File: config.mk
export PLATFORM = sky130hd
export DESIGN_NAME = seq_subtractor64_5
export DESIGN_NICKNAME = d
export VERILOG_FILES = /design/src/rtl/seq_subtractor64_5.sv
export SDC_FILE = /design/constraint.sdc
export NUM_CORES = 1
export LEC_CHECK = 0
export BUFFER_PORTS_ARGS = -buffer_cell sky130_fd_sc_hd__buf_4
export CORE_AREA = 2 2 147 113
export CTS_CLUSTER_SIZE = 12
export DETAILED_ROUTE_END_ITERATION = 7
export DIE_AREA = 0 0 149 115
export PLACE_DENSITY = 0.8
export SYNTH_ARGS = -nofsm -noshare
export SYNTH_HDL_FRONTEND = slang
export SYNTH_SLANG_ARGS = --single-unit
File: constraint.sdc
create_clock -name clk -period 5.14 [get_ports clk]
set_input_delay 0.257 -clock clk [delete_from_list [all_inputs] [get_ports clk]]
set_output_delay 0.257 -clock clk [all_outputs]
set_load 0.02 [all_outputs]
File: src/rtl/seq_subtractor64_5.sv
// Multi-cycle 64-bit minus 5-bit subtractor: one SLICE_W-bit slice per clock,
// borrow rippled between slices, result presented on a valid/ready handshake.
module seq_subtractor64_5 #(
    parameter int SLICE_W = 8
) (
    input  logic        clk,
    input  logic        rst,
    input  logic        in_valid,
    output logic        in_ready,
    input  logic [63:0] A,
    input  logic [4:0]  B,
    output logic        out_valid,
    input  logic        out_ready,
    output logic [64:0] Diff,
    output logic        busy
);

    localparam int NSLICE = 64 / SLICE_W;
    localparam int IDX_W  = (NSLICE > 1) ? $clog2(NSLICE) : 1;
    localparam logic [IDX_W-1:0] LAST_IDX = IDX_W'(NSLICE - 1);

    typedef enum logic [1:0] {
        IDLE,
        RUN,
        DONE
    } state_t;

    state_t             r_state;
    state_t             w_stateNext;
    logic [63:0]        r_a;
    logic [63:0]        r_b;
    logic [63:0]        r_res;
    logic               r_borrow;
    logic [IDX_W-1:0]   r_idx;
    logic [64:0]        r_diff;

    logic [5:0]         w_base;
    logic [SLICE_W-1:0] w_aSlice;
    logic [SLICE_W-1:0] w_bSlice;
    logic [SLICE_W:0]   w_sliceFull;
    logic               w_borrowNext;
    logic [63:0]        w_resNext;
    logic               w_lastSlice;

    assign w_base       = 6'(r_idx * SLICE_W);
    assign w_aSlice     = r_a[w_base +: SLICE_W];
    assign w_bSlice     = r_b[w_base +: SLICE_W];
    // The extra top bit of the widened difference is the borrow out of this slice.
    assign w_sliceFull  = {1'b0, w_aSlice} - {1'b0, w_bSlice} - {{SLICE_W{1'b0}}, r_borrow};
    assign w_borrowNext = w_sliceFull[SLICE_W];
    assign w_lastSlice  = (r_idx == LAST_IDX);
    assign Diff         = r_diff;

    always_comb begin
        w_resNext = r_res;
        w_resNext[w_base +: SLICE_W] = w_sliceFull[SLICE_W-1:0];
    end

    always_ff @(posedge clk) begin
        if (rst) begin
            r_state <= IDLE;
        end else begin
            r_state <= w_stateNext;
        end
    end

    always_comb begin
        w_stateNext = r_state;
        in_ready    = 1'b0;
        out_valid   = 1'b0;
        busy        = 1'b0;
        unique case (r_state)
            IDLE: begin
                in_ready = 1'b1;
                if (in_valid) begin
                    w_stateNext = RUN;
                end
            end
            RUN: begin
                busy = 1'b1;
                if (w_lastSlice) begin
                    w_stateNext = DONE;
                end
            end
            DONE: begin
                busy      = 1'b1;
                out_valid = 1'b1;
                if (out_ready) begin
                    w_stateNext = IDLE;
                end
            end
            default: begin
                w_stateNext = IDLE;
            end
        endcase
    end

    // Partial slices accumulate in r_res; Diff only changes once the last slice lands.
    always_ff @(posedge clk) begin
        if (rst) begin
            r_a      <= '0;
            r_b      <= '0;
            r_res    <= '0;
            r_borrow <= 1'b0;
            r_idx    <= '0;
            r_diff   <= '0;
        end else begin
            unique case (r_state)
                IDLE: begin
                    if (in_valid) begin
                        r_a      <= A;
                        r_b      <= {59'b0, B};
                        r_res    <= '0;
                        r_borrow <= 1'b0;
                        r_idx    <= '0;
                    end
                end
                RUN: begin
                    r_res    <= w_resNext;
                    r_borrow <= w_borrowNext;
                    r_idx    <= r_idx + 1'b1;
                    if (w_lastSlice) begin
                        r_diff <= {w_borrowNext, w_resNext};
                    end
                end
                default: begin
                end
            endcase
        end
    end

endmodule

; ---- Word-level counts from Yosys, hierarchy flattened
; Index checks and enable logic that the tools add are counted.
[word_totals]
regBits = 204
inputBits = 73
out_inout_bits = 68
[op_classes]
n_addsub = 4
n_eq_ne = 6
n_shift = 4
mux = 14
n_reduce_logical = 7
[op_table]
columns = operator, n
row1 = 64-bit one-hot mux with 2 select lines, 1
row2 = 64-bit by 7-bit variable part select with 8-bit output, 2
row3 = 64-bit bitwise mux, 1
row4 = 64-bit 2-to-1 mux, 1
row5 = 8-bit by 8-bit variable shift with 64-bit output (first input constant), 1
row6 = 8-bit by 8-bit variable part select with 64-bit output, 1
row7 = 8-bit by 8-bit subtractor with 9-bit output, 1
row8 = 9-bit by 1-bit subtractor with 9-bit output, 1
row9 = 6-bit negator with 8-bit output, 1
row10 = 2-bit 2-to-1 mux, 3
row11 = 2-bit != test (second input constant), 3
row12 = 2-bit one-hot mux with 3 select lines, 1
row13 = 3-bit one-hot mux with 2 select lines, 1
row14 = 2-bit AND reduction, 3
row15 = 1-bit 2-to-1 mux, 4
row16 = 3-bit by 1-bit adder with 3-bit output (second input constant), 1
row17 = 3-bit equality test (second input constant), 1
row18 = 3-bit 2-to-1 mux, 1
row19 = 3-bit AND reduction, 1
row20 = 2-bit by 1-bit equality test with 1-bit output (second input constant), 1
row21 = 2-bit equality test (second input constant), 1
row22 = 2-bit zero test, 1
row23 = 1-bit one-hot mux with 2 select lines, 1
row24 = 2-bit nonzero test, 1
row25 = 2-bit OR reduction, 1

; ---- Depth between registers and ports, before layout
; Gate-level depths: netlist of the first run.
[depth]
ltp_word = 6
ltp_mapped = 15
depth_no_buf = 11

; ---- Worst setup path after synthesis of the first run
; No wires, ideal clock.
[synth_timing]
kind = flip-flop to flip-flop
start = reg r_idx[0]
end = reg r_diff[23] (netlist: Diff[23])
setup_ns = 0.158
arrival_ns = 3.704
slack_ns = 1.277
path_stages_with_launch = 15
n_path_buf = 3
synth_period_minus_slack_ns = 3.863
cell_sequence = dfxtp_1 buf_6 clkbuf_1 buf_2 mux4_2 mux2i_1 ha_1 inv_1 ha_1 a21o_1 and2_1 nor2_1 or4b_4 a21oi_4 a2111oi_2
[synth_via]
elab_chain_cells = 5
word_cells_on_any_way = 10
cone_classes = 3 x add/sub / 1 x eq/ne / 4 x shift / 1 x mux / 1 x reduce/logical
[synth_rtl]
columns = item, line
row1 = "start, declared", 34  ; logic [IDX_W-1:0] r_idx;
row2 = "start signal, assigned", 121  ; r_idx <= r_idx + 1'b1;
row3 = "64-bit by 7-bit variable part select with 8-bit output, on equally long branches", "46, 47"
row4 = 8-bit by 8-bit subtractor with 9-bit output, 49  ; assign w_sliceFull = {1'b0, w_aSlice} - {1'b0, w_bSlice} - {{SLICE_W{1'b0}}, r_borrow};
row5 = 9-bit by 1-bit subtractor with 9-bit output, 49
row6 = 8-bit by 8-bit variable part select with 64-bit output, 56  ; w_resNext[w_base +: SLICE_W] = w_sliceFull[SLICE_W-1:0];
row7 = 64-bit bitwise mux, 56
row8 = "end signal, assigned", 123  ; r_diff <= {w_borrowNext, w_resNext};
row9 = "end, declared", 35  ; logic [64:0] r_diff;
; Several ways; a longest one is shown, not always the timed one.
; A chain may end at the register's enable or synchronous reset.

; ---- Worst setup path after layout of the first run
[layout_timing]
start = reg r_idx[0]
end = reg r_diff[63] (netlist: Diff[63])
; The elaborated chain is that of the path after synthesis.

==> run metrics, run 1 <==
R2R depth 11; post-route ant nets 0; Die Span Y 115 µm; final setup margin 969 ps; fin crit period 4170 ps; startpoint class of the critical path register; Yosys cell types 47; unrepaired setup endpoints after global routing no; Sink Count 204; final setup fails 0; first-pass GRT wire length 37700 µm; dominant cell type by area after synthesis dfxtp_1; Post-synth top cells 224 x nand2_1, 204 x dfxtp_1, 131 x nor2_1; Worst slew margin 24.5%; Worst path slowest cell nor3_1; Peak VDD IR 0.464 mV; MaxCap Viol Count 0; Setup CP Type register to register; detailed-route wire length per cell 17.8 µm; Core Rows 40; measured slew at the worst slew-check pin 1130 ps; synthesized area 8700 µm²; fin. max-slew vios 0; flop2flop setup slack 970 ps; All-Layer GR Usage 27.5%; DRT Pass-1 Iters 5; largest net degree at the start of global routing 151; IO Count 141; Die X 149 µm; critical path capture point type register; clk_lat worst skew 490 ps; Power Dens Cells 461 nW/µm²; Core ar. 15700 µm²; DR iter-0 viols 968; I/O Buffers 140; CP peak stage delay 800 ps; Reg2Reg Capture Point Diff[63]; Detailed Route WL 23800 µm; via count 7891; Top delay family on crit path simple AND/OR/NAND/NOR gates; worst hold start B[2]; number of global-route vias before repair 7268; post-synthesis sequential area ratio 46.9%; Post-synth EDFFs 0; layout cells sized above 1 19.9%; syn_area_per_cell 8.52 µm²; clk buf depth 3; clock skew 12.4 ps; # hold bufs at CTS 0; CP arrival 4490 ps; initial antenna violation count 0; total grt overflow 0; initial core utilization 55.4%; synthesized net count 1111; Final TNS setup 0 ps; asr flop ratio synth 0%; Final Hold Fails 0; die area 17100 µm²; post_cts resized 0; Max Clk Rate 240 MHz; Ant. Diodes 0; Yosys reg bits 204; top cells by area, synth dfxtp_1 47%, nand2_1 9.7%, nor2_1 5.6%, a21oi_1 5.3%, mux4_2 3.9%; Fillers 1278; dominant synthesized flop cell dfxtp_1; Worst R2R Start r_idx[0]; area grow syn2layout 20.1%; post-CTS setup buffers 0; vias per cell 5.90; Root Buffer clkbuf_16; WHS Path Cells 3; status finished, final reports clean; P_leak 3.86 nW; YS warnings 0; Hold Path Class input port to register; DRC viols 0; Max FO, Critical Path 14; CTS tree built; Buf/Inv on CP 1; Hold EP r_b[2]; worst hold margin 16.2 ps; Worst-path clk slew 60 ps; Worst Path Required 5460 ps; setup slack at placement 1000 ps; Tcrit/Tclk final 81.1%; count leader, synth nand2_1; H-tree depth 1; Post-Syn Instances 1022; Yosys top cell area share 46.9%; fin nets 1214; cts bufs inserted 21; worst path cell trace buf_4, nor3_1, nand2_1, fa_1, ha_1, nand2b_1, nand3_1, o21ai_2, or4b_4, a21oi_4, a2111oi_2; placer's final routability congestion estimate 0.849; DP HPWL 15800 µm
-- cells in the final DEF (no fill, tap or decap), types with 2 or more instances in the layout --
cell type / instances
a2111oi_2: 8
a211oi_1: 14
a21oi_1: 92
a22oi_1: 40
a311oi_1: 22
a32oi_1: 19
and2_1: 6
and2_2: 2
buf_4: 161
clkbuf_1: 2
clkbuf_16: 21
clkbuf_8: 2
dfxtp_1: 204
fa_1: 2
ha_1: 14
inv_1: 12
inv_2: 2
mux2i_1: 20
mux4_2: 15
nand2_1: 223
nand2b_1: 8
nand3_1: 8
nand3b_1: 14
nor2_1: 131
nor3_1: 17
o211ai_1: 12
o21ai_0: 14
o21ai_1: 15
or3_1: 4
xnor2_1: 3
-- how the worst max path moves through the flow --
stage | end | slack [ps] | from | cells after the start
2_1_floorplan | Diff[23] | 1280 | r_idx[0] | 14
3_3_place_gp | Diff[55] | 1210 | r_idx[0] | 11
3_5_place_dp | Diff[63] | 1000 | r_idx[0] | 11
4_1_cts | Diff[63] | 940 | r_idx[0] | 11
5_1_grt | r_res[36] | 630 | r_idx[0] | 12
6_report | Diff[63] | 970 | r_idx[0] | 11
-- state kept, by name, indices dropped and copies added (netlist names) --
name      cells
r_state       2
r_b           5
r_res        64
r_idx         3
Diff         65
r_borrow      1
r_a          64
-- area by class of cell --
class                   instances  area [µm²]  share of cell area (%)
clock inverters                 1        8.76                  0.0838
multi-input cells             722        4270                    40.8
clock buffers                  25         561                    5.36
flip-flops and latches        204        4080                    39.1
inverters                      14        52.6                   0.503
repair buffers                162        1220                    11.7
well taps                     210         263                    2.51
-- cell families (layout without fill, tap and decap cells) --
kind of cell / count (synthesis) / in the layout / share of synthesized area (%)
AND/OR/NAND/NOR: 422 / 422 / 20.2
AO/OA/AOI/OAI: 244 / 244 / 19.3
flip-flops: 204 / 204 / 46.9
buffers and inverters: 96 / 202 / 4.31
multiplexers: 36 / 36 / 6.44
adder cells (fa/ha/maj): 16 / 16 / 2.47
XOR/XNOR: 4 / 4 / 0.403
-- tightest hold or removal path: cells and delay by family --
family	cells	cell delay (ps)
AOI/OAI and AO/OA	1	50
and+or+nand+nor	1	40
buffers and inverters	1	110
-- layer usage --
metal / GRT usage [%] / part of all wire (%) / vias to the layer above
met5: 0 / 0 / -
met4: 6.73 / 2.5 / 0
met3: 5.28 / 8.9 / 52
met2: 41.5 / 43 / 351
met1: 40.7 / 46 / 3724
li1: - / - / 3764
-- through the flow --
stage | cells | util, % | power [mW] | cell area, µm²
CTS | 1338 | 66.5 | 4.78 | 10500
floorplan | 1022 | - | 2.92 | 8700
detailed placement | 1312 | 62.9 | 3.46 | 9880
global route | 1338 | 66.5 | 5.03 | 10500
finish | 1338 | 66.5 | 4.82 | 10500
global placement | 1312 | 62.9 | 3.43 | 9880
-- report_power, final --
part | internal, mW | switching (mW) | total (mW)
registers | 1.70 | 0.0781 | 1.78
clock network | 0.759 | 0.575 | 1.33
logic | 0.526 | 1.18 | 1.71
total | 2.98 | 1.83 | 4.82
No activity file was read; power rests on OpenSTA's default activity.
==> run 2: changes to the inputs <==
CORE_AREA = 2 2 154 119   (was 2 2 147 113)
DIE_AREA = 0 0 156 121   (was 0 0 149 115)
PLACE_DENSITY = 0.76   (was 0.8)
clock period = 3.7 ns   (was 5.14 ns; I/O delays follow)
==> run 2 against run 1 <==
Worst setup slack got worse by 760 ps. Utilization is 1.3 points lower. Maximum frequency up 19%. Combinational power up 47%. Sequential power up 38%. Largest power group is now combinational logic. Cell count grew 6.6%. Routed wire length rose by 10%. Hold slack improved by 140 ps. Non-clock buffer count rose by 77. Clock-buffer cell count is 1 higher. Clock skew increased by 5.0 ps. Sequential share of layout area decreased by 2.9 points.
==> run metrics, run 2 (same netlist as run 1, synthesis figures left out) <==
DRT Pass-1 Iters 6; unrepaired setup endpoints after global routing no; status finished, final reports clean; Sink Count 204; commonest non-fill, non-tap cells in the layout 223 x nand2_1, 204 x dfxtp_1, 166 x buf_4; MaxCap Viol Count 0; number of global-route vias before repair 7636; cts bufs inserted 21; Core Rows 42; Setup CP Type register to register; fin util 65.2%; DR iter-0 viols 905; WHS Path Cells 4; clock skew 17.4 ps; Die Span Y 121 µm; Tcrit/Tclk final 94.5%; vias per cell 5.81; largest net degree at the start of global routing 140; Combinational Power Share 36.4%; fin. max-slew vios 0; die area 18900 µm²; detailed-route wire length per cell 18.4 µm; first-pass GRT wire length 40400 µm; DP HPWL 16300 µm; clk buf depth 3; I/O Buffers 140; Worst Path Required 4070 ps; H-tree depth 1; worst hold margin 157 ps; Detailed Route WL 26200 µm; CP peak stage delay 520 ps; clock share of power 28.1%; post-route ant nets 0; Worst slew margin 15.6%; placer's final routability congestion estimate 0.932; layout cells sized above 1 19.6%; Hold Path Class input port to register; R2R depth 12; Top delay family on crit path compound AO/OA/AOI/OAI gates; worst path cell trace buf_4, mux4_2, mux2i_1, ha_1, inv_1, ha_1, a21o_1, and2_1, o41ai_4, a21oi_4, buf_12, a2111oi_2; part of the power in registers 35.6%; Final TNS setup 0 ps; Sw Ratio 37.4%; IO Count 141; cell mode on critical path ha_1; Final Hold Fails 0; Core ar. 17300 µm²; initial antenna violation count 0; clk_lat worst skew 500 ps; Fillers 1342; fin crit period 3500 ps; DRC viols 0; startpoint class of the critical path register; Worst path slowest cell mux4_2; Peak VDD IR 0.699 mV; fin nets 1291; Ant. Diodes 0; Worst-path clk slew 60 ps; CP arrival 3870 ps; most common cell after layout, fill and taps aside nand2_1; All-Layer GR Usage 27.0%; final setup fails 0; critical path depth 12; Max FO, Critical Path 9; P_leak 4.21 nW; measured slew at the worst slew-check pin 1270 ps; critical path capture point type register; via count 8288; initial core utilization 50.3%; Root Buffer clkbuf_16; total grt overflow 0; NetSw 2.59 mW; Power Dens Cells 613 nW/µm²; Pint 4.33 mW; Max Clk Rate 286 MHz; CTS tree built; Largest register FFs 65; Die X 156 µm; Buf/Inv on CP 3; area grow syn2layout 29.6%
run 2: cell types whose count changed in the layout (fill, tap and decap cells not counted), sizes merged:
cell         before  now
clkinv            1    0
dlygate4sd3       0   69
bufinv            0    1
buf             162  170
clkbuf           25   26
run 2: layer usage:
layer	wire length (µm)	GRT usage, %	share of wire [%]
met1	11600	39.8	44
met2	11700	40.9	45
met3	2170	4.36	8.3
met4	687	7.91	2.6
met5	0	0	0
run 2: final timing paths:
path | startpoint | endpoint | slack [ps]
worst max-delay path | r_idx[0] | Diff[7] | 200
worst min register to register | Diff[18] | Diff[18] | 450
worst max register to register | r_idx[0] | Diff[7] | 200
worst min-delay path | out_ready | r_state[1] | 160
run 2: area by class of cell:
cell class                      instances  area (µm²)  area share, %
Multi-Input combinational cell        722        4260           37.8
Sequential cell                       204        4080           36.2
Clock inverter                          1        30.0          0.266
Timing Repair Buffer                  239        2000           17.7
Clock buffer                           26         574           5.09
Tap cell                              220         275           2.44
Inverter                               14        52.6          0.466
run 2: timing repair:
action                     4_1_cts  5_1_grt
setup endpoints to repair        0       22
hold buffers                    69        0
hold endpoints to repair        69        0
buffers inserted                 0        1
gates resized for setup          0        4
run 2: tightest hold or removal path, delay by kind of cell:
family | cells | cell delay [ps]
muxes | 1 | 70
buffers and inverters | 1 | 80
and+or+nand+nor | 1 | 70
AOI/OAI and AO/OA | 1 | 200
run 2: per-stage QoR:
stage	setup slack [ps]	std cells	cell area (µm²)	power [mW]
finish	204	1426	11300	6.92
global route	27.7	1426	11300	7.23
CTS	96.2	1425	11200	6.84
detailed placement	174	1329	9950	4.86
global placement	273	1329	9950	4.82
floorplan	38.7	1022	8710	4.06
run 2: power by group through the flow:
stage / registers [mW] / logic, mW / clock network, mW
6_report: 2.46 / 2.52 / 1.94
5_1_grt: 2.47 / 2.72 / 2.04
4_1_cts: 2.45 / 2.43 / 1.96
3_5_place_dp: 2.50 / 2.37 / 0
3_3_place_gp: 2.49 / 2.33 / 0
2_1_floorplan: 2.46 / 1.60 / 0
